`src/rtl/spectrum_centroid_extractor.sv`:
```
// Frames sensor acquisition packets, unpacks the {d_acc,c_acc} payload and divides
// d_acc by c_acc into an unsigned Q10.FRAC_BITS centroid record held for the PS.
module spectrum_centroid_extractor #(
   parameter int          FRAC_BITS    = 8,
   parameter logic [31:0] HEADER_VALUE = 32'hAAAAAAAA,
   parameter logic [31:0] FOOTER_VALUE = 32'h55555555,
   localparam int         Q            = 10 + FRAC_BITS,
   localparam int         D            = 48 + FRAC_BITS
) (
   input  logic          master_clock,
   input  logic          resetn,
   input  logic [31:0]   data_tdata,
   input  logic          data_tvalid,
   input  logic          data_tlast,
   output logic          data_tready,
   output logic          result_valid,
   input  logic          result_ready,
   output logic [Q-1:0]  result_centroid,
   output logic [31:0]   result_timestamp,
   output logic [47:0]   result_c_acc,
   output logic [2:0]    result_flags,
   output logic [15:0]   frame_err_count,
   output logic [15:0]   drop_count,
   output logic [3:0]    dbg_state
);

   localparam int CW = $clog2(D + 1);

   typedef enum logic [3:0] {
      S_HUNT    = 4'd0,
      S_TS      = 4'd1,
      S_W0      = 4'd2,
      S_W1      = 4'd3,
      S_W2      = 4'd4,
      S_FTR     = 4'd5,
      S_DISCARD = 4'd6,
      S_DIVIDE  = 4'd7,
      S_HOLD    = 4'd8
   } state_t;

   state_t          state_r;
   state_t          next_state_s;
   logic            frame_err_s;
   logic            beat_s;
   logic            is_hdr_s;
   logic            is_ftr_s;
   logic            ld_ts_s;
   logic            ld_word_s;
   logic            ftr_ok_s;
   logic            div_step_s;
   logic            div_done_s;
   logic            release_s;
   logic            tready_next_s;
   logic            c_zero_s;

   logic [31:0]     ts_r;
   logic [47:0]     c_acc_r;
   logic [47:0]     d_acc_r;
   logic            last_r;
   logic [47:0]     rem_r;
   logic [D-1:0]    quo_r;
   logic [D-1:0]    dividend_r;
   logic [CW-1:0]   cnt_r;

   logic [48:0]     rem_shift_s;
   logic [48:0]     rem_diff_s;
   logic            q_bit_s;
   logic [47:0]     rem_next_s;
   logic [D-1:0]    quo_next_s;
   logic            sat_s;

   assign beat_s      = data_tvalid & data_tready;
   assign is_hdr_s    = (data_tdata == HEADER_VALUE);
   assign is_ftr_s    = (data_tdata == FOOTER_VALUE);
   assign c_zero_s    = (c_acc_r == 48'd0);
   assign dbg_state   = state_r;

   // State register
   always_ff @(posedge master_clock or negedge resetn) begin
      if (!resetn) begin
         state_r <= S_HUNT;
      end else begin
         state_r <= next_state_s;
      end
   end

   // Next-state and framing-error decode
   always_comb begin
      next_state_s = state_r;
      frame_err_s  = 1'b0;
      case (state_r)
         S_HUNT: begin
            if (beat_s && is_hdr_s) next_state_s = S_TS;
            else                    next_state_s = S_HUNT;
         end
         S_TS: begin
            if (beat_s) next_state_s = S_W0;
            else        next_state_s = S_TS;
         end
         S_W0, S_W1, S_W2: begin
            if (!beat_s) begin
               next_state_s = state_r;
            end else if (is_ftr_s) begin
               next_state_s = S_HUNT;
               frame_err_s  = 1'b1;
            end else if (is_hdr_s) begin
               next_state_s = S_TS;
               frame_err_s  = 1'b1;
            end else begin
               next_state_s = state_t'(state_r + 4'd1);
            end
         end
         S_FTR: begin
            if (!beat_s) begin
               next_state_s = S_FTR;
            end else if (is_ftr_s) begin
               next_state_s = S_DIVIDE;
            end else if (is_hdr_s) begin
               next_state_s = S_TS;
               frame_err_s  = 1'b1;
            end else begin
               next_state_s = S_DISCARD;
               frame_err_s  = 1'b1;
            end
         end
         S_DISCARD: begin
            if (beat_s && is_ftr_s)      next_state_s = S_HUNT;
            else if (beat_s && is_hdr_s) next_state_s = S_TS;
            else                         next_state_s = S_DISCARD;
         end
         S_DIVIDE: begin
            if (c_zero_s || (cnt_r == CW'(1'b1))) next_state_s = S_HOLD;
            else                                  next_state_s = S_DIVIDE;
         end
         S_HOLD: begin
            if (result_valid && result_ready) next_state_s = S_HUNT;
            else                              next_state_s = S_HOLD;
         end
         default: begin
            next_state_s = S_HUNT;
         end
      endcase
   end

   // Datapath control strobes derived from the current state
   always_comb begin
      ld_ts_s    = 1'b0;
      ld_word_s  = 1'b0;
      ftr_ok_s   = 1'b0;
      div_step_s = 1'b0;
      div_done_s = 1'b0;
      release_s  = 1'b0;
      case (state_r)
         S_TS:     ld_ts_s   = beat_s;
         S_W0, S_W1, S_W2:
                   ld_word_s = beat_s & ~is_hdr_s & ~is_ftr_s;
         S_FTR:    ftr_ok_s  = beat_s & is_ftr_s;
         S_DIVIDE: begin
            div_step_s = ~c_zero_s;
            div_done_s = c_zero_s | (cnt_r == CW'(1'b1));
         end
         S_HOLD:   release_s = result_valid & result_ready;
         default:  ld_ts_s   = 1'b0;
      endcase
      if ((next_state_s == S_DIVIDE) || (next_state_s == S_HOLD)) tready_next_s = 1'b0;
      else                                                      tready_next_s = 1'b1;
   end

   // One restoring-division step: remainder never exceeds c_acc, so 49 bits suffice
   always_comb begin
      rem_shift_s = {rem_r, dividend_r[D-1]};
      rem_diff_s  = rem_shift_s - {1'b0, c_acc_r};
      q_bit_s     = (rem_shift_s >= {1'b0, c_acc_r});
      if (q_bit_s) rem_next_s = rem_diff_s[47:0];
      else         rem_next_s = rem_shift_s[47:0];
      quo_next_s  = {quo_r[D-2:0], q_bit_s};
      sat_s       = |quo_next_s[D-1:Q];
   end

   // Packet capture and divider registers
   always_ff @(posedge master_clock or negedge resetn) begin
      if (!resetn) begin
         ts_r       <= 32'd0;
         c_acc_r    <= 48'd0;
         d_acc_r    <= 48'd0;
         last_r     <= 1'b0;
         rem_r      <= 48'd0;
         quo_r      <= {D{1'b0}};
         dividend_r <= {D{1'b0}};
         cnt_r      <= {CW{1'b0}};
      end else begin
         if (ld_ts_s) ts_r <= data_tdata;
         if (ld_word_s) begin
            case (state_r)
               S_W0: c_acc_r[31:0] <= data_tdata;
               S_W1: begin
                  d_acc_r[15:0]  <= data_tdata[31:16];
                  c_acc_r[47:32] <= data_tdata[15:0];
               end
               S_W2:    d_acc_r[47:16] <= data_tdata;
               default: d_acc_r        <= d_acc_r;
            endcase
         end
         if (ftr_ok_s) begin
            last_r     <= data_tlast;
            rem_r      <= 48'd0;
            quo_r      <= {D{1'b0}};
            dividend_r <= {d_acc_r, {FRAC_BITS{1'b0}}};
            cnt_r      <= CW'(D);
         end else if (div_step_s) begin
            rem_r      <= rem_next_s;
            quo_r      <= quo_next_s;
            dividend_r <= {dividend_r[D-2:0], 1'b0};
            cnt_r      <= cnt_r - CW'(1'b1);
         end
      end
   end

   // Result record, handshake, ready and saturating counters
   always_ff @(posedge master_clock or negedge resetn) begin
      if (!resetn) begin
         data_tready      <= 1'b0;
         result_valid     <= 1'b0;
         result_centroid  <= {Q{1'b0}};
         result_timestamp <= 32'd0;
         result_c_acc     <= 48'd0;
         result_flags     <= 3'd0;
         frame_err_count  <= 16'd0;
         drop_count       <= 16'd0;
      end else begin
         data_tready <= tready_next_s;
         if (div_done_s) begin
            result_valid     <= 1'b1;
            result_timestamp <= ts_r;
            result_c_acc     <= c_acc_r;
            if (c_zero_s) begin
               result_centroid <= {Q{1'b0}};
               result_flags    <= {last_r, 1'b0, 1'b1};
            end else if (sat_s) begin
               result_centroid <= {Q{1'b1}};
               result_flags    <= {last_r, 1'b1, 1'b0};
            end else begin
               result_centroid <= quo_next_s[Q-1:0];
               result_flags    <= {last_r, 1'b0, 1'b0};
            end
         end else if (release_s) begin
            result_valid <= 1'b0;
         end
         if (frame_err_s && (frame_err_count != 16'hFFFF)) frame_err_count <= frame_err_count + 16'd1;
         if (data_tvalid && !data_tready && (drop_count != 16'hFFFF)) drop_count <= drop_count + 16'd1;
      end
   end

endmodule
```
`config.mk`:
```
export PLATFORM = sky130hd
export DESIGN_NAME = spectrum_centroid_extractor
export DESIGN_NICKNAME = d
export VERILOG_FILES = /design/src/rtl/spectrum_centroid_extractor.sv
export SDC_FILE = /design/constraint.sdc
export NUM_CORES = 1
export LEC_CHECK = 0
export CORE_MARGIN = 1
export CORE_UTILIZATION = 45
export CTS_CLUSTER_DIAMETER = 200
export DETAILED_ROUTE_END_ITERATION = 7
export PLACE_DENSITY = 0.69
export SLEW_MARGIN = 20
export SYNTH_ARGS = -nofsm -noshare
export SYNTH_HDL_FRONTEND = slang
export SYNTH_SLANG_ARGS = --single-unit
```
`constraint.sdc`:
```
create_clock -name master_clock -period 4 [get_ports master_clock]
set_clock_uncertainty 0.15 [all_clocks]
set_input_delay 0.6 -clock master_clock [delete_from_list [all_inputs] [get_ports master_clock]]
set_output_delay 0.6 -clock master_clock [all_outputs]
set_load 0.03 [all_outputs]
```
==> results of run 1 <==
-- cell type report --
class / count / area, um2
clock inverters: 15 / 221
flip-flops and latches: 425 / 10600
clock buffers: 71 / 1450
fillers: 3857 / 19600
multi-input cells: 1456 / 9240
repair buffers: 245 / 2410
inverters: 72 / 270
well taps: 592 / 741
-- how the worst min path moves through the flow --
stage                       start                 end
6_report               d_acc_r[0]       dividend_r[8]
5_1_grt        result_centroid[0]  result_centroid[0]
4_1_cts                d_acc_r[0]       dividend_r[8]
3_5_place_dp           d_acc_r[0]       dividend_r[8]
3_3_place_gp           d_acc_r[0]       dividend_r[8]
2_1_floorplan              resetn          c_acc_r[0]
-- where the power goes --
group | leakage [uW] | switching (uW) | internal (uW) | total, uW
combinational | 0.00537 | 214 | 116 | 330
clock | 0.000823 | 1790 | 2830 | 4620
sequential | 0.00522 | 32.2 | 4320 | 4360
total | 0.0114 | 2040 | 7270 | 9310
-- cell usage after synthesis (6+ instances only) --
| master | number |
|---|---|
| nand3_1 | 30 |
| nand2_1 | 353 |
| o21ai_0 | 123 |
| dfrtp_1 | 425 |
| clkbuf_1 | 89 |
| o211ai_1 | 6 |
| o21bai_1 | 10 |
| inv_1 | 72 |
| and2_1 | 9 |
| buf_2 | 6 |
| nor3_1 | 31 |
| and3_1 | 11 |
| o211a_1 | 6 |
| nor4_1 | 29 |
| xnor2_1 | 40 |
| a21o_1 | 26 |
| nand4_1 | 27 |
| ha_1 | 56 |
| a31oi_1 | 57 |
| nor4bb_1 | 16 |
| nand2b_1 | 9 |
| mux2i_1 | 11 |
| a211oi_1 | 28 |
| buf_1 | 17 |
| nor2b_1 | 12 |
| nor2_1 | 162 |
| mux2_2 | 168 |
| xor2_1 | 31 |
| a21oi_1 | 136 |
-- per-layer routing --
| layer | up-vias | track usage [%] |
|---|---|---|
| met5 | - | 0 |
| met4 | 0 | 6.71 |
| met3 | 90 | 3.74 |
| met2 | 419 | 38.7 |
| met1 | 8102 | 33.8 |
| li1 | 7575 | - |
-- cell families (layout without fill, tap and decap cells) --
logic type / count (synthesis) / in the layout / share of synthesized area [%]
compound gates: 434 / 434 / 12.8
flops: 425 / 425 / 51.8
simple gates: 715 / 715 / 15.6
xor+xnor: 71 / 71 / 3.03
fa+ha+maj: 57 / 57 / 3.51
buf+inv: 187 / 403 / 3.54
mux: 179 / 179 / 9.74
-- state kept, by name, summed over array words and instances, names as in the netlist --
signal and count:
result_c_acc 48, d_acc_r 48, result_flags 3, cnt_r 6
rem_r 48, result_centroid 18, dbg_state 4, result_valid 1
frame_err_count 16, quo_r 55, ts_r 32, result_timestamp 32
dividend_r 48, last_r 1, data_tready 1, c_acc_r 48
drop_count 16
-- per-stage QoR --
| step | cells | area [um2] | worst slack [ns] | power [uW] | utilization (%) |
|---|---|---|---|---|---|
| after floorplan | 2068 | 20500 | 0.710 | 4520 | - |
| after global placement | 2789 | 23300 | 0.263 | 4760 | 52.2 |
| after detailed placement | 2789 | 23300 | 0.239 | 4770 | 52.2 |
| after CTS | 2876 | 25000 | 0.232 | 9410 | 56.0 |
| after global routing | 2876 | 25000 | 0.000349 | 9610 | 56.0 |
| final | 2876 | 25000 | 0.189 | 9310 | 56.0 |
-- tightest hold or removal path: cells and delay by family, from the launching register on --
kind,cells,cell delay (ns)
flip-flops,1,0.34
AND/OR/NAND/NOR,2,0.11
-- repair_timing --
item,4_1_cts,5_1_grt
gates resized for setup,0,0
hold buffers,1,0
hold endpoints to repair,67,0
==> summary.md, run 1 <==
| Metric | Value |
|---|---|
| Dpl hpwl | 39.2 mm |
| R2r setup slk | 0.19 ns |
| Most common cell after layout, fill and taps aside | dfrtp_1 |
| Commonest non-fill, non-tap cells in the layout | dfrtp_1 (425), nand2_1 (353), clkdlybuf4s50_1 (174) |
| Fin Setup TNS | 0 ns |
| Antenna diode count | 0 |
| Vias in the first global route | 16,000 |
| Ys Warns | 0 |
| Crit-path cells | ha_1, fa_1, and2b_1, o2111ai_1, nand2_1, a21oi_1, buf_4, a211oi_1, o21ba_2, a21oi_2, or4b_2, a41o_1, a31oi_1 |
| Buf+Inv Stages, Crit Path | 1 |
| Final ANT Viol Nets | 0 |
| R2r startpoint | c_acc_r[0] |
| WL met2 | 26.2 mm |
| Chip Width | 216 um |
| Slowest CP cell | or4b_2 |
| Crit path depth | 13 |
| Leak | 0.0114 uW |
| Post-detailed-route wirelength per cell | 19.3 um |
| Area of the core | 0.0446 mm2 |
| Max-Cap Viols | 0 |
| Initial antenna violation count | 0 |
| WP data arrival | 4.15 ns |
| Crit-path leading delay family | compound AO/OA/AOI/OAI gates |
| Seq/Total Area, Yosys | 51.8% |
| Period utilisation layout | 95.3% |
| Worst Setup SP | c_acc_r[0] |
| Core Rows | 77 |
| Overflow after GRT | 0 |
| Yosys reg bits | 425 |
| Port bufs | 175 |
| Area fraction of the dominant cell type after synthesis | 51.8% |
| RR Endpoint | rem_r[42] |
| Slowest Stage Delay on Critical Path | 0.61 ns |
| Fmax | 0.262 GHz |
| Max Slew Vio Count | 0 |
| Yosys top cell by area | dfrtp_1 |
| Min-Delay Path Class | register to register |
| Max VDD drop | 360 uV |
| CP Max Fanout | 5 |
| CP startpoint kind | register |
| Routed wire length | 55.5 mm |
| CTS Buf Count | 47 |
| Clock transition at path regs | 0.06 ns |
| Worst-margin pin slew | 1.02 ns |
| Outcome | finished clean |
| Vias per cell | 5.63 |
| Pin count of the biggest net entering global routing | 97 |
| Synth Area per Inst | 9.94 um2 |
| Met1 Routed Length | 25.0 mm |
| Met3 wire length | 2.90 mm |
| Worst EP required | 4.34 ns |
| Gr usage total | 24.1% |
| Post-synth ARST share | 100% |
| Nets | 2,341 |
| H-tree lvl count | 2 |
| Layout area overhead | 21.5% |
| Final setup vio count | 0 |
| Worst hold slack | 0.311 ns |
| Root cell of the clock tree | clkbuf_16 |
| CTS max path bufs | 3 |
| Post-synth EDFFs | 0 |
| Die height | 216 um |
| Mapped Nets | 2,162 |
| P per Cell Area | 373 mW/mm2 |
| Crit path to | rem_r[42] |
| Number of setup buffers added after CTS | 0 |
| First-pass GRT wire length | 89.3 mm |
| Clk_lat worst skew | 0.58 ns |
| I/O Pins | 176 |
| Die ar. | 0.0465 mm2 |
| Router iterations before antenna repair | 5 |
| CTS tree | built |
| Mapped Cells | 2,068 |
| Min-Delay Path Depth | 2 |
| CP endpoint kind | register |
| CTS sink cnt | 425 |
| DRC viols | 0 |
| Crit Path Class | register to register |
| Library cells used by synthesis | 73 |
| R2R depth | 13 |
| Max transition margin | 31.7% |
| DR top layer | met4 |
| Final Hold Fails | 0 |
| RePlAce Congestion | 0.935 |
| 1st-iter DRT viols | 1,250 |
| Initial Util | 46.1% |
| Share of layout cells above drive strength 1 | 14.7% |
| Via count | 16,200 |
| Synth area leaders | dfrtp_1 (52%), mux2_2 (9.2%), nand2_1 (6.4%) |
| RSZ-0062 raised after global routing | false |
| Final Critical Period | 3.81 ns |
| Post-Syn Area | 0.0205 mm2 |
| Ys flop type | dfrtp_1 |
Power figures use the tool's default switching activity.
==> run 2: changes to the inputs <==
--- a/config.mk
+++ b/config.mk
@@ -5,6 +5,7 @@
 export SDC_FILE = /design/constraint.sdc
 export NUM_CORES = 1
 export LEC_CHECK = 0
+export CAP_MARGIN = 20
 export CORE_MARGIN = 1
 export CORE_UTILIZATION = 45
 export CTS_CLUSTER_DIAMETER = 200
==> results of run 2 <==
No change in the layout: final DEF, timing and power equal those of run 1.
